==> config.mk <==
export PLATFORM = sky130hd
export DESIGN_NAME = rsa_modexp_unit_flat
export DESIGN_NICKNAME = d
export VERILOG_FILES = /design/src/rtl/rsa_modexp_unit_if.sv /design/src/rtl/rsa_modexp_unit.sv /design/src/flat_wrapper.sv
export SDC_FILE = /design/constraint.sdc
export NUM_CORES = 1
export LEC_CHECK = 0
export ABC_CLOCK_PERIOD_IN_PS = 4500
export BUFFER_PORTS_ARGS = -buffer_cell sky130_fd_sc_hd__buf_2
export CORE_MARGIN = 2
export CORE_UTILIZATION = 40
export DETAILED_ROUTE_END_ITERATION = 12
export PLACE_DENSITY = 0.59
export SLEW_MARGIN = 10
export SYNTH_ARGS = -nofsm -noshare
export SYNTH_HDL_FRONTEND = slang
export SYNTH_SLANG_ARGS = --single-unit
export TNS_END_PERCENT = 1
==> constraint.sdc <==
create_clock -name clk -period 4.5 [get_ports clk]
set_input_delay 0.675 -clock clk [delete_from_list [all_inputs] [get_ports clk]]
set_output_delay 0.675 -clock clk [all_outputs]
set_load 0.03 [all_outputs]
==> src/rtl/rsa_modexp_unit_if.sv <==
// Operand, command and result bundle between the SPI register bank and the
// Montgomery modular exponentiation unit.
interface rsa_modexp_unit_if #(
  parameter int WIDTH = 8
);
  logic             ena;
  logic             start_cmd;
  logic             stop_cmd;
  logic [WIDTH-1:0] rsa_p;
  logic [WIDTH-1:0] rsa_e;
  logic [WIDTH-1:0] rsa_m;
  logic [WIDTH-1:0] rsa_const;
  logic [WIDTH-1:0] rsa_c;
  logic             eoc;
  logic             busy;
  logic             err;

  modport master (
    output ena, start_cmd, stop_cmd, rsa_p, rsa_e, rsa_m, rsa_const,
    input  rsa_c, eoc, busy, err
  );

  modport slave (
    input  ena, start_cmd, stop_cmd, rsa_p, rsa_e, rsa_m, rsa_const,
    output rsa_c, eoc, busy, err
  );
endinterface

==> src/rtl/rsa_modexp_unit.sv <==
// c = m^e mod p by left-to-right Montgomery square-and-multiply built around a
// single bit-serial MonPro datapath (WIDTH+1 cycles per product).
module rsa_modexp_unit #(
  parameter int WIDTH = 8
) (
  input logic              clk,
  input logic              rstb,
  rsa_modexp_unit_if.slave bus
);
  localparam int KW = $clog2(WIDTH);
  localparam int CW = $clog2(WIDTH + 1);
  localparam int TW = WIDTH + 2;

  localparam logic [2:0] S_IDLE  = 3'd0;
  localparam logic [2:0] S_PRE_M = 3'd1;
  localparam logic [2:0] S_PRE_X = 3'd2;
  localparam logic [2:0] S_SQR   = 3'd3;
  localparam logic [2:0] S_MUL   = 3'd4;
  localparam logic [2:0] S_POST  = 3'd5;
  localparam logic [2:0] S_DONE  = 3'd6;

  localparam logic [WIDTH-1:0] ONE  = WIDTH'(1);
  localparam logic [CW-1:0]    LAST = CW'(WIDTH);

  logic [2:0]       r_state;
  logic [WIDTH-1:0] r_p, r_e, r_m, r_const;
  logic [WIDTH-1:0] r_mb, r_xb, r_res, r_c;
  logic [KW-1:0]    r_k;
  logic [CW-1:0]    r_cnt;
  logic [TW-1:0]    r_t;
  logic             r_eoc, r_err;

  logic [WIDTH-1:0] w_a, w_b, w_pp, w_res;
  logic [TW-1:0]    w_sum, w_odd;
  logic             w_abit, w_mp_done, w_stop;

  // MonPro operands follow directly from the state; they only change between products.
  always_comb begin
    w_a = r_xb;
    w_b = ONE;
    case (r_state)
      S_PRE_M: begin w_a = r_m;     w_b = r_const; end
      S_PRE_X: begin w_a = r_const; w_b = ONE;     end
      S_SQR:   begin w_a = r_xb;    w_b = r_xb;    end
      S_MUL:   begin w_a = r_mb;    w_b = r_xb;    end
      default: begin w_a = r_xb;    w_b = ONE;     end
    endcase
  end

  assign w_abit = w_a[r_cnt[KW-1:0]];

  generate
    for (genvar gi = 0; gi < WIDTH; gi++) begin : g_pp
      assign w_pp[gi] = w_b[gi] & w_abit;
    end
  endgenerate

  // t stays below 2p, so t + B + p fits in WIDTH+2 bits.
  assign w_sum     = r_t + {2'b00, w_pp};
  assign w_odd     = w_sum[0] ? (w_sum + {2'b00, r_p}) : w_sum;
  assign w_res     = WIDTH'((r_t >= {2'b00, r_p}) ? (r_t - {2'b00, r_p}) : r_t);
  assign w_mp_done = (r_cnt == LAST);
  assign w_stop    = bus.stop_cmd && (r_state != S_IDLE) && (r_state != S_DONE);

  always_ff @(posedge clk) begin
    if (!rstb) begin
      r_state <= S_IDLE;
      r_p     <= '0;
      r_e     <= '0;
      r_m     <= '0;
      r_const <= '0;
      r_mb    <= '0;
      r_xb    <= '0;
      r_res   <= '0;
      r_c     <= '0;
      r_k     <= '0;
      r_cnt   <= '0;
      r_t     <= '0;
      r_eoc   <= 1'b0;
      r_err   <= 1'b0;
    end else if (bus.ena) begin
      r_eoc <= 1'b0;
      if (w_stop) begin
        r_state <= S_IDLE;
        r_t     <= '0;
        r_cnt   <= '0;
      end else begin
        case (r_state)
          S_IDLE: begin
            if (bus.start_cmd && !bus.stop_cmd) begin
              r_p     <= bus.rsa_p;
              r_e     <= bus.rsa_e;
              r_m     <= bus.rsa_m;
              r_const <= bus.rsa_const;
              r_err   <= ~bus.rsa_p[0];
              r_k     <= KW'(WIDTH - 1);
              r_t     <= '0;
              r_cnt   <= '0;
              if (!bus.rsa_p[0]) begin
                r_res   <= '0;
                r_state <= S_DONE;
              end else begin
                r_state <= S_PRE_M;
              end
            end
          end
          S_PRE_M, S_PRE_X, S_SQR, S_MUL, S_POST: begin
            if (!w_mp_done) begin
              r_t   <= w_odd >> 1;
              r_cnt <= r_cnt + CW'(1);
            end else begin
              r_t   <= '0;
              r_cnt <= '0;
              case (r_state)
                S_PRE_M: begin
                  r_mb    <= w_res;
                  r_state <= S_PRE_X;
                end
                S_PRE_X: begin
                  r_xb    <= w_res;
                  r_state <= S_SQR;
                end
                S_SQR: begin
                  r_xb <= w_res;
                  if (r_e[r_k]) begin
                    r_state <= S_MUL;
                  end else if (r_k == '0) begin
                    r_state <= S_POST;
                  end else begin
                    r_k <= r_k - KW'(1);
                  end
                end
                S_MUL: begin
                  r_xb <= w_res;
                  if (r_k == '0) begin
                    r_state <= S_POST;
                  end else begin
                    r_k     <= r_k - KW'(1);
                    r_state <= S_SQR;
                  end
                end
                default: begin
                  r_res   <= w_res;
                  r_state <= S_DONE;
                end
              endcase
            end
          end
          S_DONE: begin
            r_c     <= r_res;
            r_eoc   <= 1'b1;
            r_state <= S_IDLE;
          end
          default: r_state <= S_IDLE;
        endcase
      end
    end
  end

  assign bus.rsa_c = r_c;
  assign bus.eoc   = r_eoc;
  assign bus.busy  = (r_state != S_IDLE);
  assign bus.err   = r_err;
endmodule

==> src/flat_wrapper.sv <==
// flat-port wrapper written by rule: the top's interface ports become plain ports
module rsa_modexp_unit_flat 
#(
  parameter int WIDTH = 8
)
  (clk, rstb, bus_ena, bus_start_cmd, bus_stop_cmd, bus_rsa_p, bus_rsa_e, bus_rsa_m, bus_rsa_const, bus_rsa_c, bus_eoc, bus_busy, bus_err);
  rsa_modexp_unit_if #(.WIDTH(WIDTH)) bus_i ();
  input logic clk;
  input logic rstb;
  input wire logic [$bits(bus_i.ena)-1:0] bus_ena;
  input wire logic [$bits(bus_i.start_cmd)-1:0] bus_start_cmd;
  input wire logic [$bits(bus_i.stop_cmd)-1:0] bus_stop_cmd;
  input wire logic [$bits(bus_i.rsa_p)-1:0] bus_rsa_p;
  input wire logic [$bits(bus_i.rsa_e)-1:0] bus_rsa_e;
  input wire logic [$bits(bus_i.rsa_m)-1:0] bus_rsa_m;
  input wire logic [$bits(bus_i.rsa_const)-1:0] bus_rsa_const;
  output wire logic [$bits(bus_i.rsa_c)-1:0] bus_rsa_c;
  output wire logic [$bits(bus_i.eoc)-1:0] bus_eoc;
  output wire logic [$bits(bus_i.busy)-1:0] bus_busy;
  output wire logic [$bits(bus_i.err)-1:0] bus_err;
  assign bus_i.ena = bus_ena;
  assign bus_i.start_cmd = bus_start_cmd;
  assign bus_i.stop_cmd = bus_stop_cmd;
  assign bus_i.rsa_p = bus_rsa_p;
  assign bus_i.rsa_e = bus_rsa_e;
  assign bus_i.rsa_m = bus_rsa_m;
  assign bus_i.rsa_const = bus_rsa_const;
  assign bus_rsa_c = bus_i.rsa_c;
  assign bus_eoc = bus_i.eoc;
  assign bus_busy = bus_i.busy;
  assign bus_err = bus_i.err;
  rsa_modexp_unit #(.WIDTH(WIDTH)) u_core (.clk(clk), .rstb(rstb), .bus(bus_i));
endmodule
==> results of run 1 <==
[layer usage]
layer / track usage [%] / wire length [microns] / vias to the layer above
li1: - / - / 2500
met1: 29.0 / 6740 / 2313
met2: 33.7 / 6510 / 166
met3: 4.51 / 941 / 27
met4: 8.51 / 379 / 0
met5: 0 / 0 / -
[critical path, stage by stage, from the launching register on]
cell,delay [ps]
sky130_fd_sc_hd__dfxtp_4,390
sky130_fd_sc_hd__buf_12,150
sky130_fd_sc_hd__nor4b_1,130
sky130_fd_sc_hd__nor4_1,360
sky130_fd_sc_hd__o21ai_1,120
sky130_fd_sc_hd__a211oi_2,310
sky130_fd_sc_hd__nor4b_4,80
sky130_fd_sc_hd__buf_6,140
sky130_fd_sc_hd__nor3_2,120
sky130_fd_sc_hd__ha_1,180
sky130_fd_sc_hd__inv_1,60
sky130_fd_sc_hd__fa_2,370
sky130_fd_sc_hd__nor2b_2,150
sky130_fd_sc_hd__o31a_1,150
sky130_fd_sc_hd__o21a_1,110
sky130_fd_sc_hd__nor2_1,50
sky130_fd_sc_hd__xnor2_1,210
sky130_fd_sc_hd__ha_1,290
sky130_fd_sc_hd__a21oi_2,170
sky130_fd_sc_hd__nand2_1,80
sky130_fd_sc_hd__o21ai_2,150
sky130_fd_sc_hd__nor2b_1,70
sky130_fd_sc_hd__o211ai_1,180
sky130_fd_sc_hd__mux2_2,350
[synth_stat cells, types with 4 or more instances]
master	number
sky130_fd_sc_hd__o22ai_1	8
sky130_fd_sc_hd__a22oi_1	11
sky130_fd_sc_hd__dfxtp_1	85
sky130_fd_sc_hd__o22a_1	4
sky130_fd_sc_hd__nor3_1	12
sky130_fd_sc_hd__xnor2_1	14
sky130_fd_sc_hd__clkbuf_1	19
sky130_fd_sc_hd__o21ai_1	5
sky130_fd_sc_hd__nor2b_1	10
sky130_fd_sc_hd__buf_2	9
sky130_fd_sc_hd__o21a_1	9
sky130_fd_sc_hd__a211oi_1	7
sky130_fd_sc_hd__mux2i_1	7
sky130_fd_sc_hd__nor2_1	49
sky130_fd_sc_hd__xor2_1	4
sky130_fd_sc_hd__nand2_1	124
sky130_fd_sc_hd__a21o_1	6
sky130_fd_sc_hd__nor4b_1	4
sky130_fd_sc_hd__a21oi_1	76
sky130_fd_sc_hd__o21ai_0	32
sky130_fd_sc_hd__nand2b_1	10
sky130_fd_sc_hd__nand3_1	9
sky130_fd_sc_hd__and3_1	4
sky130_fd_sc_hd__inv_1	22
sky130_fd_sc_hd__and2_1	4
sky130_fd_sc_hd__ha_1	28
sky130_fd_sc_hd__o221ai_1	7
[how the worst min path moves through the flow]
| stage | endpoint | slack, ps | cells past startpoint |
|---|---|---|---|
| global placement | u_core.bus.rsa_c[0]$_SDFFE_PN0P_ | 440 | 2 |
| detailed placement | u_core.r_res[0]$_SDFFE_PN0P_ | 440 | 2 |
| floorplan | u_core.r_res[0]$_SDFFE_PN0P_ | 420 | 2 |
| CTS | u_core.bus.rsa_c[3]$_SDFFE_PN0P_ | 460 | 2 |
| global route | u_core.bus.rsa_c[3]$_SDFFE_PN0P_ | 470 | 2 |
| finish | u_core.r_res[0]$_SDFFE_PN0P_ | 450 | 2 |
[metrics by stage]
step	cells	hold WS, ps	instance area, sq um	TNS (ps)	util (%)
after detailed placement	887	443	5860	-699	46.4
after global placement	887	439	5860	-447	46.4
after CTS	903	457	6220	0	49.3
after global routing	904	471	6260	-723	49.6
final	904	451	6260	0	49.6
after floorplan	653	425	5180	0	-
[layout make-up]
cell class | instances | area, sq um
sequential | 85 | 1710
fill | 1278 | 6360
multi-input combinational | 512 | 3320
inverter | 24 | 90.1
clock inverter | 3 | 45.0
tap | 172 | 215
timing repair buffer | 96 | 632
clock buffer | 12 | 256
[registers in the layout (all words and copies together) (netlist names), 3 cells and up]
signal and cells:
u_core.r_t 9, u_core.bus.rsa_c 8, u_core.r_const 8, u_core.r_e 8, u_core.r_m 8, u_core.r_mb 8, u_core.r_p 8, u_core.r_res 8
u_core.r_xb 8, u_core.r_cnt 4, u_core.r_k 3, u_core.r_state 3
[timing repair]
item	in CTS	in global routing
buffers inserted	1	1
gates resized for setup	15	11
pin swaps	8	6
endpoints found under the setup margin	5	6
[kinds of logic after synthesis]
kind of cell,after synthesis
XOR/XNOR,18
flip-flops,85
multiplexers,12
AO/OA/AOI/OAI,204
AND/OR/NAND/NOR,247
buffers and inverters,56
adder cells (fa/ha/maj),31
[cell usage in the layout (no fill, tap or decap), types with 12 or more instances in the layout]
| master | netlist | final |
|---|---|---|
| sky130_fd_sc_hd__a21oi_1 | 76 | 75 |
| sky130_fd_sc_hd__buf_2 | 9 | 47 |
| sky130_fd_sc_hd__buf_4 | 3 | 46 |
| sky130_fd_sc_hd__dfxtp_1 | 85 | 84 |
| sky130_fd_sc_hd__ha_1 | 28 | 28 |
| sky130_fd_sc_hd__inv_1 | 22 | 22 |
| sky130_fd_sc_hd__nand2_1 | 124 | 124 |
| sky130_fd_sc_hd__nor2_1 | 49 | 49 |
| sky130_fd_sc_hd__nor3_1 | 12 | 12 |
| sky130_fd_sc_hd__o21ai_0 | 32 | 28 |
[power by group through the flow]
stage	Combinational [mW]	Clock (mW)	Sequential, mW
after global placement	0.565	0	0.816
after detailed placement	0.571	0	0.817
after global routing	0.668	0.798	0.804
after floorplan	0.391	0	0.808
after CTS	0.585	0.769	0.801
final	0.613	0.752	0.802
==> load_flow_metrics.sql, run 1 <==
INSERT INTO impl_metrics (metric_group, metric, value, unit) VALUES
('yosys', 'post_synth_num_cell_types', '71', ''),
('power_and_ir_drop', 'netSwitchingFraction', '31.2', '%'),
('timing', 'drv_slew', '0', ''),
('grt', 'first_global_vias', '4750', ''),
('yosys', 'synth-compound-area-share', '26.0', '%'),
('power_and_ir_drop', 'internal_power', '1.49', 'mW'),
('place', 'portBuffers', '47', ''),
('power_and_ir_drop', 'switchingPower', '0.676', 'mW'),
('critical_path', 'timing.critical_path.from', 'u_core.r_state[2]$_SDFFE_PN0P_', ''),
('critical_path', 'critical_path_peak_fanout', '11', ''),
('grt', 'antenna_violations_before_repair', '0', ''),
('yosys', 'seq_cells_post_synth', '85', ''),
('die', 'io_pins', '48', ''),
('timing', 'tightest_slew', '981', 'ps'),
('detailed_routing', 'vias', '5006', ''),
('detailed_routing', 'detail_route.vias_per_cell', '5.54', ''),
('grt', 'globalRoute.totalOverflow', '0', ''),
('yosys', 'synth_top_cell_by_area', 'sky130_fd_sc_hd__dfxtp_1', ''),
('final_layout', 'antenna_cells_inserted', '0', ''),
('yosys', 'synth.mux.area_fraction', '2.88', '%'),
('timing', 'period_share', '99.4', '%'),
('final_layout', 'area_growth_synth_to_finish', '20.9', '%'),
('die', 'fp.dieArea', '0.0139', 'sq mm'),
('clock_tree', 'tritoncts', 'yes', ''),
('timing', 'fmax', '224', 'MHz'),
('yosys', 'yosys.area_share.xor_xnor', '3.04', '%'),
('outcome', 'outcome', 'finished clean', ''),
('clock_tree', 'ctsHoldBuffers', '0', ''),
('clock_tree', 'cts_num_sinks', '85', ''),
('grt', 'first_pass_grt_wire_length', '24.0', 'mm'),
('power_and_ir_drop', 'p_clk_share', '34.7', '%'),
('yosys', 'syn_area', '0.00518', 'sq mm'),
('place', 'gpl.final_weighted_congestion', '0.960', ''),
('yosys', 'syn-num-nets', '721', ''),
('yosys', 'synth_top_cells_by_area', 'sky130_fd_sc_hd__dfxtp_1 33%, sky130_fd_sc_hd__nand2_1 9.0%, sky130_fd_sc_hd__a21oi_1 7.3%', ''),
('detailed_routing', 'totalWireLength', '14.6', 'mm'),
('worst_hold_path', 'hold_path.startpoint', 'u_core.r_res[0]$_SDFFE_PN0P_', ''),
('grt', 'grt_start_max_net_pins', '34', ''),
('worst_hold_path', 'holdCritPathClass', 'flip-flop to flip-flop', ''),
('power_and_ir_drop', 'cellPowerDensity', '346', 'mW/mm^2'),
('critical_path', 'required', '4740', 'ps'),
('final_layout', 'layout.nets', '796', ''),
('flow_run', 'max-cap-violations', '0', ''),
('yosys', 'synth_top_cell_area_share', '32.9', '%'),
('detailed_routing', 'firstDrtPassIters', '5', ''),
('yosys', 'synth_simple_gate_area_share', '22.7', '%'),
('critical_path', 'crit_path_end_kind', 'flip-flop', ''),
('power_and_ir_drop', 'finalPower', '2.17', 'mW'),
('power_and_ir_drop', 'seq_power_share', '37.0', '%'),
('critical_path', 'worst-endpoint-arrival', '4710', 'ps'),
('yosys', 'synth.yosys.seq_area_share', '32.9', '%'),
('detailed_routing', 'wl_per_cell', '16.1', 'microns'),
('critical_path', 'regToRegStartpoint', 'u_core.r_state[2]$_SDFFE_PN0P_', ''),
('timing', 'post-route-worst-setup-slack', '26.8', 'ps'),
('critical_path', 'worstReg2RegEnd', 'u_core.r_t[8]$_SDFFE_PN0P_', ''),
('critical_path', 'worst_case_reg_to_reg_path_depth', '23', ''),
('detailed_routing', 'number_of_design_rule_violations_left_by_the_first_detailed_router_iteration', '250', ''),
('detailed_routing', 'drcViolationCount', '0', ''),
('final_layout', 'drive_gt1_share', '20.4', '%'),
('clock_tree', 'path_clk_slew', '60', 'ps'),
('die', 'std_cell_rows', '41', ''),
('die', 'start_util', '41.0', '%'),
('detailed_routing', 'drtAntennaViolNets', '0', ''),
('timing', 'finalWorstPathRequiredPeriod', '4470', 'ps'),
('timing', 'setup_viol', '0', ''),
('power_and_ir_drop', 'power_leakage', '2.44', 'nW'),
('critical_path', 'timing.setup.critical_path_class', 'flip-flop to flip-flop', ''),
('timing', 'rsz0062_at_grt', 'true', ''),
('clock_tree', 'clock_tree.htree_level_count', '3', ''),
('timing', 'report.final.hold_viol_count', '0', ''),
('clock_tree', 'worstSkewPairLatency', '350', 'ps');
Note: power is estimated with default switching activity, not from simulation.
==> inputs of run 2 (changes only) <==
--- a/config.mk
+++ b/config.mk
@@ -11,6 +11,7 @@
 export CORE_UTILIZATION = 40
 export DETAILED_ROUTE_END_ITERATION = 12
 export PLACE_DENSITY = 0.59
+export SETUP_SLACK_MARGIN = 0.15
 export SLEW_MARGIN = 10
 export SYNTH_ARGS = -nofsm -noshare
 export SYNTH_HDL_FRONTEND = slang
==> load_flow_metrics.sql, run 2 (synthesis gave the netlist of run 1 again) <==
INSERT INTO impl_metrics (metric_group, metric, value, unit) VALUES
('place', 'post_placement_cell_count', '894', ''),
('final_layout', 'largest_register_ffs', '9', ''),
('final_layout', 'drive_gt1_share', '22.6', '%'),
('clock_tree', 'clock_tree.htree_level_count', '3', ''),
('detailed_routing', 'vias', '4953', ''),
('final_layout', 'commonest_non_fill_non_tap_cell_in_the_layout', 'sky130_fd_sc_hd__nand2_1', ''),
('detailed_routing', 'drcViolationCount', '0', ''),
('timing', 'tightest_slew', '1080', 'ps'),
('timing', 'rsz0062_at_grt', 'true', ''),
('detailed_routing', 'detail_route.vias_per_cell', '5.43', ''),
('final_layout', 'largest_register', 'u_core.r_t', ''),
('flow_run', 'max-cap-violations', '0', ''),
('timing', 'fmax', '221', 'MHz'),
('clock_tree', 'worstSkewPairLatency', '350', 'ps'),
('timing', 'post-route-worst-setup-slack', '-34.7', 'ps'),
('timing', 'report.final.hold_viol_count', '0', ''),
('place', 'dp_hpwl', '11.5', 'mm'),
('outcome', 'violations_in_the_final_reports', 'setup timing', ''),
('die', 'fp.dieW', '118', 'microns'),
('final_layout', 'postLayoutCellArea', '0.00642', 'sq mm'),
('critical_path', 'worst-endpoint-arrival', '4770', 'ps'),
('detailed_routing', 'wl_per_cell', '16.3', 'microns'),
('power_and_ir_drop', 'cellPowerDensity', '351', 'mW/mm^2'),
('grt', 'gr_usage_total', '21.8', '%'),
('detailed_routing', 'totalWireLength', '14.9', 'mm'),
('clock_tree', 'cts_num_sinks', '85', ''),
('critical_path', 'critPathLaunchType', 'flip-flop', ''),
('timing', 'period_share', '101', '%'),
('place', 'placed_area', '0.00590', 'sq mm'),
('final_layout', 'layout.nets', '803', ''),
('worst_hold_path', 'holdCritPathClass', 'flip-flop to flip-flop', ''),
('timing', 'setup_viol', '2', ''),
('timing', 'skew', '8.40', 'ps'),
('grt', 'antenna_violations_before_repair', '0', ''),
('grt', 'grt_start_max_net_pins', '34', ''),
('place', 'portBuffers', '47', ''),
('timing', 'total_negative_setup_slacks', '-36.3', 'ps'),
('grt', 'first_global_vias', '4574', ''),
('timing', 'slew_headroom', '27.7', '%'),
('critical_path', 'timing.reg2reg.setup_slack', '-30', 'ps'),
('grt', 'first_pass_grt_wire_length', '24.2', 'mm'),
('critical_path', 'worst_case_reg_to_reg_path_depth', '22', ''),
('final_layout', 'leading_cell_types_in_the_layout_fill_and_taps_excluded', '124 x sky130_fd_sc_hd__nand2_1, 82 x sky130_fd_sc_hd__dfxtp_1, 74 x sky130_fd_sc_hd__a21oi_1', ''),
('timing', 'drv_slew', '0', ''),
('final_layout', 'finish.cell_count_without_fillers', '912', ''),
('clock_tree', 'tritoncts.num_buffers', '9', ''),
('worst_hold_path', 'hold_path.startpoint', 'u_core.bus.rsa_c[1]$_SDFFE_PN0P_', ''),
('critical_path', 'worstReg2RegEnd', 'u_core.r_t[6]$_SDFFE_PN0P_', ''),
('critical_path', 'timing.setup.critical_path_class', 'flip-flop to flip-flop', ''),
('critical_path', 'regToRegStartpoint', 'u_core.r_state[0]$_SDFFE_PN0P_', ''),
('final_layout', 'antenna_cells_inserted', '0', ''),
('timing', 'finalWorstPathRequiredPeriod', '4530', 'ps'),
('power_and_ir_drop', 'vdd_drop_max', '0.192', 'mV'),
('clock_tree', 'cts_max_path_buffers', '2', ''),
('outcome', 'outcome', 'finished, violations left', ''),
('worst_hold_path', 'whs_endpoint', 'u_core.bus.rsa_c[1]$_SDFFE_PN0P_', ''),
('place', 'gpl.final_weighted_congestion', '0.938', ''),
('detailed_routing', 'drtAntennaViolNets', '0', ''),
('die', 'io_pins', '48', ''),
('clock_tree', 'path_clk_slew', '70', 'ps'),
('critical_path', 'required', '4740', 'ps'),
('grt', 'globalRoute.totalOverflow', '0', ''),
('die', 'chipHeight', '118', 'microns'),
('detailed_routing', 'firstDrtPassIters', '5', ''),
('final_layout', 'area_growth_synth_to_finish', '24.0', '%'),
('worst_hold_path', 'whs_path_depth', '2', ''),
('detailed_routing', 'number_of_design_rule_violations_left_by_the_first_detailed_router_iteration', '294', ''),
('die', 'placeableCoreArea', '0.0126', 'sq mm'),
('critical_path', 'crit_path_end_kind', 'flip-flop', ''),
('die', 'start_util', '41.0', '%'),
('power_and_ir_drop', 'power_leakage', '2.51', 'nW'),
('clock_tree', 'cts.root.buffer_cell', 'sky130_fd_sc_hd__clkbuf_16', ''),
('die', 'fp.dieArea', '0.0139', 'sq mm'),
('clock_tree', 'tritoncts', 'yes', ''),
('die', 'std_cell_rows', '41', ''),
('critical_path', 'critical_path_peak_fanout', '10', '');
[run 2: cell count changes in the layout (fill, tap and decap cells not counted), sizes merged]
cell      before  now
buf           96  103
bufinv         1    2
clkbuf        12   11
clkinv         0    2
clkinvlp       2    0
inv           24   25
[run 2: critical path, cell delays in order, from the launching register on]
cell and delay, ps:
sky130_fd_sc_hd__dfxtp_2 340, sky130_fd_sc_hd__buf_6 150, sky130_fd_sc_hd__nor4b_2 300, sky130_fd_sc_hd__nor4_2 100, sky130_fd_sc_hd__a22oi_1 170, sky130_fd_sc_hd__a211oi_2 120
sky130_fd_sc_hd__nor4b_4 470, sky130_fd_sc_hd__buf_4 200, sky130_fd_sc_hd__a21oi_1 40, sky130_fd_sc_hd__ha_1 290, sky130_fd_sc_hd__a21o_1 200, sky130_fd_sc_hd__a221o_1 320
sky130_fd_sc_hd__or2_4 260, sky130_fd_sc_hd__xnor2_2 200, sky130_fd_sc_hd__inv_1 90, sky130_fd_sc_hd__ha_1 310, sky130_fd_sc_hd__nand2_1 60, sky130_fd_sc_hd__o21ai_1 160
sky130_fd_sc_hd__o21ai_2 90, sky130_fd_sc_hd__buf_4 140, sky130_fd_sc_hd__xor2_1 120, sky130_fd_sc_hd__nor2_1 60, sky130_fd_sc_hd__a221o_1 250
[run 2: what timing repair did]
| item | 4_1_cts | 5_1_grt |
|---|---|---|
| setup buffers | 2 | 0 |
| resized for setup | 29 | 12 |
| hold buffers | 0 | 0 |
| setup endpoints to repair | 6 | 6 |
| pin swaps | 9 | 0 |
[run 2: stage by stage]
step | util (%) | hold slack (ps) | setup WS, ps | total power, mW
after global placement | 46.7 | 439 | -149 | 1.39
after floorplan | - | 425 | 153 | 1.20
after CTS | 50.5 | 454 | 7.23 | 2.25
after global routing | 50.9 | 468 | -215 | 2.37
after detailed placement | 46.7 | 444 | -443 | 1.40
final | 50.9 | 449 | -34.7 | 2.25
[run 2: where the power goes]
| part | switching [mW] | internal, mW |
|---|---|---|
| clock network | 0.317 | 0.504 |
| registers | 0.0303 | 0.777 |
| logic | 0.361 | 0.263 |
| total | 0.709 | 1.54 |
[run 2: how the worst max path moves through the flow]
stage	startpoint	slack, ps	end
2_1_floorplan	u_core.r_state[1]$_SDFFE_PN0P_	150	u_core.r_t[8]$_SDFFE_PN0P_
3_3_place_gp	u_core.r_state[2]$_SDFFE_PN0P_	-150	u_core.r_t[8]$_SDFFE_PN0P_
3_5_place_dp	u_core.r_state[2]$_SDFFE_PN0P_	-440	u_core.r_t[8]$_SDFFE_PN0P_
4_1_cts	u_core.r_state[0]$_SDFFE_PN0P_	7	u_core.r_t[6]$_SDFFE_PN0P_
5_1_grt	u_core.r_state[0]$_SDFFE_PN0P_	-220	u_core.r_t[8]$_SDFFE_PN0P_
6_report	u_core.r_state[0]$_SDFFE_PN0P_	-30	u_core.r_t[6]$_SDFFE_PN0P_
[run 2: final cells by class]
cell class,count,area (sq um)
Multi-Input combinational cell,512,3400
Inverter,24,90.1
Fill cell,1308,6200
Timing Repair Buffer,103,679
Clock buffer,11,243
Sequential cell,85,1710
Clock inverter,5,82.6
Tap cell,172,215
[run 2: per-layer routing]
| metal | routed length [microns] | part of all wire [%] | global-route usage [%] |
|---|---|---|---|
| met1 | 7270 | 49 | 31.2 |
| met2 | 6720 | 45 | 34.2 |
| met3 | 742 | 5.0 | 3.34 |
| met4 | 159 | 1.1 | 5.65 |
| met5 | 0 | 0 | 0 |
==> inputs of run 3 (changes only) <==
--- a/config.mk
+++ b/config.mk
@@ -10,6 +10,7 @@
 export CORE_MARGIN = 2
 export CORE_UTILIZATION = 40
 export DETAILED_ROUTE_END_ITERATION = 12
+export MAX_ROUTING_LAYER = met4
 export PLACE_DENSITY = 0.59
 export SETUP_SLACK_MARGIN = 0.15
 export SLEW_MARGIN = 10
==> load_flow_metrics.sql, run 3 (synthesis gave the netlist of run 1 again) <==
INSERT INTO impl_metrics (metric_group, metric, value, unit) VALUES
('outcome', 'outcome', 'finished, violations left', ''),
('outcome', 'violations_in_the_final_reports', 'setup timing', ''),
('clock_tree', 'cts.root.buffer_cell', 'sky130_fd_sc_hd__clkbuf_16', ''),
('final_layout', 'antenna_cells_inserted', '0', ''),
('clock_tree', 'cts_num_sinks', '85', ''),
('die', 'chipHeight', '118', 'microns'),
('critical_path', 'timing.critical_path.from', 'u_core.r_state[1]$_SDFFE_PN0P_', ''),
('timing', 'fmax', '218', 'MHz'),
('critical_path', 'regToRegStartpoint', 'u_core.r_state[1]$_SDFFE_PN0P_', ''),
('timing', 'rsz0062_at_grt', 'true', ''),
('clock_tree', 'clock_tree.htree_level_count', '3', ''),
('grt', 'antenna_violations_before_repair', '0', ''),
('clock_tree', 'tritoncts', 'yes', ''),
('die', 'placeableCoreArea', '0.0126', 'sq mm'),
('die', 'fp.dieArea', '0.0139', 'sq mm'),
('die', 'io_pins', '48', ''),
('die', 'start_util', '41.0', '%'),
('critical_path', 'critical_path.slowest_cell', 'sky130_fd_sc_hd__mux2_2', ''),
('grt', 'gr-usage-met1', '29.5', '%'),
('clock_tree', 'tritoncts.num_buffers', '9', ''),
('timing', 'drv_slew', '0', ''),
('grt', 'gr_usage_total', '21.7', '%'),
('flow_run', 'max-cap-violations', '0', ''),
('timing', 'slew_headroom', '35.7', '%'),
('final_layout', 'layout.nets', '807', ''),
('critical_path', 'crit_path_end_kind', 'flip-flop', ''),
('clock_tree', 'ctsHoldBuffers', '0', ''),
('grt', 'grt_start_max_net_pins', '34', ''),
('timing', 'tightest_slew', '964', 'ps'),
('timing', 'skew', '8.04', 'ps'),
('clock_tree', 'cts_max_path_buffers', '2', ''),
('detailed_routing', 'number_of_design_rule_violations_left_by_the_first_detailed_router_iteration', '342', ''),
('grt', 'grt_use_met2', '33.0', '%'),
('place', 'dp_slack', '-417', 'ps'),
('place', 'gpl.final_weighted_congestion', '0.968', ''),
('final_layout', 'commonest_non_fill_non_tap_cell_in_the_layout', 'sky130_fd_sc_hd__nand2_1', ''),
('grt', 'first_global_vias', '4517', ''),
('critical_path', 'critical_path.n_buffers_inverters', '6', ''),
('timing', 'period_share', '102', '%'),
('final_layout', 'largest_register', 'u_core.r_t', ''),
('final_layout', 'layout.filler_cells', '1256', ''),
('worst_hold_path', 'holdCritPathClass', 'flip-flop to flip-flop', ''),
('critical_path', 'critical_path_peak_fanout', '8', ''),
('timing', 'setup_viol', '2', ''),
('worst_hold_path', 'hold_path.startpoint', 'u_core.bus.rsa_c[5]$_SDFFE_PN0P_', ''),
('timing', 'report.final.hold_viol_count', '0', ''),
('detailed_routing', 'drtAntennaViolNets', '0', ''),
('clock_tree', 'path_clk_slew', '70', 'ps'),
('power_and_ir_drop', 'vdd_drop_max', '0.187', 'mV'),
('power_and_ir_drop', 'cellPowerDensity', '338', 'mW/mm^2'),
('final_layout', 'postLayoutCellArea', '0.00652', 'sq mm'),
('grt', 'grt-busiest-layer', 'met2', ''),
('critical_path', 'required', '4740', 'ps'),
('clock_tree', 'worstSkewPairLatency', '340', 'ps'),
('timing', 'finalWorstPathRequiredPeriod', '4590', 'ps'),
('critical_path', 'critical_path.cell_chain', 'buf_12 -> buf_12 -> nor4b_4 -> nor4_2 -> buf_4 -> a22oi_2 -> a211oi_2 -> nor4b_4 -> buf_6 -> buf_6 -> a21oi_2 -> ha_1 -> a21o_1 -> a221o_1 -> or2_4 -> xnor2_2 -> inv_1 -> ha_2 -> a21oi_2 -> nand2_1 -> o21ai_2 -> nor2b_1 -> o211ai_1 -> mux2_2', ''),
('timing', 'post-route-worst-setup-slack', '-85.1', 'ps'),
('critical_path', 'critPathLaunchType', 'flip-flop', ''),
('detailed_routing', 'detail_route.vias_per_cell', '5.41', ''),
('final_layout', 'drive_gt1_share', '23.8', '%'),
('final_layout', 'leading_cell_types_in_the_layout_fill_and_taps_excluded', '124 x sky130_fd_sc_hd__nand2_1, 82 x sky130_fd_sc_hd__dfxtp_1, 73 x sky130_fd_sc_hd__a21oi_1', ''),
('detailed_routing', 'vias', '4959', ''),
('detailed_routing', 'wl_per_cell', '16.3', 'microns'),
('detailed_routing', 'totalWireLength', '15.0', 'mm'),
('critical_path', 'timing.setup.critical_path_class', 'flip-flop to flip-flop', ''),
('grt', 'groute.layer.met3.usage', '3.68', '%'),
('final_layout', 'area_growth_synth_to_finish', '25.8', '%'),
('die', 'fp.dieW', '118', 'microns'),
('grt', 'first_pass_grt_wire_length', '23.4', 'mm'),
('grt', 'globalRoute.totalOverflow', '0', ''),
('critical_path', 'timing.critical_path.slowest_cell_delay', '350', 'ps'),
('critical_path', 'worst-endpoint-arrival', '4820', 'ps'),
('power_and_ir_drop', 'power_leakage', '2.53', 'nW'),
('final_layout', 'largest_register_ffs', '9', ''),
('critical_path', 'worst_path_dominant_cell_family', 'compound AO/OA/AOI/OAI gates', ''),
('detailed_routing', 'drcViolationCount', '0', ''),
('place', 'dp_hpwl', '11.3', 'mm'),
('place', 'placed_area', '0.00585', 'sq mm'),
('final_layout', 'layout.core_utilization', '51.6', '%'),
('die', 'std_cell_rows', '41', ''),
('place', 'portBuffers', '47', ''),
('detailed_routing', 'firstDrtPassIters', '6', '');
[run 3: changes by cell type in the layout (fill, tap and decap cells not counted), moves of 2 or more]
cell,previous run,this run
sky130_fd_sc_hd__bufinv_16,2,0
sky130_fd_sc_hd__o21ai_2,1,3
sky130_fd_sc_hd__o221ai_1,5,7
sky130_fd_sc_hd__clkinvlp_4,0,2
sky130_fd_sc_hd__o221ai_2,2,0
sky130_fd_sc_hd__buf_12,1,3
[run 3: final timing paths]
path | endpoint | slack, ps | cells after the start
worst min-delay path | u_core.bus.rsa_c[5]$_SDFFE_PN0P_ | 450 | 2
worst min register to register | u_core.bus.rsa_c[5]$_SDFFE_PN0P_ | 450 | 2
worst max-delay path | u_core.r_t[8]$_SDFFE_PN0P_ | -90 | 24
worst max register to register | u_core.r_t[8]$_SDFFE_PN0P_ | -90 | 24
[run 3: power by group]
group | switching, mW | internal (mW) | total, mW
sequential | 0.0246 | 0.777 | 0.801
combinational | 0.382 | 0.300 | 0.682
clock | 0.313 | 0.409 | 0.721
[run 3: timing repair]
item	CTS	global route
setup buffers	0	13
pin swaps	6	27
cloned	0	1
gates resized for setup	20	39
endpoints found under the setup margin	6	6
[run 3: worst reg2reg max path: stages (launching register included)]
cell and delay, ps:
sky130_fd_sc_hd__dfxtp_2 330, sky130_fd_sc_hd__buf_12 140, sky130_fd_sc_hd__buf_12 140, sky130_fd_sc_hd__nor4b_4 250, sky130_fd_sc_hd__nor4_2 80, sky130_fd_sc_hd__buf_4 160
sky130_fd_sc_hd__a22oi_2 150, sky130_fd_sc_hd__a211oi_2 110, sky130_fd_sc_hd__nor4b_4 290, sky130_fd_sc_hd__buf_6 170, sky130_fd_sc_hd__buf_6 100, sky130_fd_sc_hd__a21oi_2 30
sky130_fd_sc_hd__ha_1 270, sky130_fd_sc_hd__a21o_1 180, sky130_fd_sc_hd__a221o_1 340, sky130_fd_sc_hd__or2_4 270, sky130_fd_sc_hd__xnor2_2 180, sky130_fd_sc_hd__inv_1 80
sky130_fd_sc_hd__ha_2 190, sky130_fd_sc_hd__a21oi_2 170, sky130_fd_sc_hd__nand2_1 90, sky130_fd_sc_hd__o21ai_2 160, sky130_fd_sc_hd__nor2b_1 70, sky130_fd_sc_hd__o211ai_1 180
sky130_fd_sc_hd__mux2_2 350
[run 3: layout make-up]
| class | instances | area (sq um) | area share, % |
|---|---|---|---|
| well taps | 172 | 215 | 3.30 |
| clock buffers | 11 | 253 | 3.88 |
| clock inverters | 5 | 41.3 | 0.634 |
| multi-input cells | 512 | 3450 | 53.0 |
| inverters | 24 | 90.1 | 1.38 |
| flip-flops and latches | 85 | 1710 | 26.2 |
| repair buffers | 107 | 756 | 11.6 |
[run 3: layer usage]
layer	wire length (microns)	vias up
li1	-	2521
met1	7160	2290
met2	6920	138
met3	739	10
met4	157	0
met5	0	-
[run 3: per-stage QoR]
| stage | setup TNS (ps) | power (mW) | instances | hold slack (ps) |
|---|---|---|---|---|
| after floorplan | 0 | 1.20 | 653 | 425 |
| after global placement | -599 | 1.37 | 886 | 438 |
| after detailed placement | -1500 | 1.37 | 886 | 445 |
| after CTS | -64.1 | 2.12 | 902 | 454 |
| after global routing | -774 | 2.31 | 916 | 465 |
| final | -131 | 2.20 | 916 | 450 |
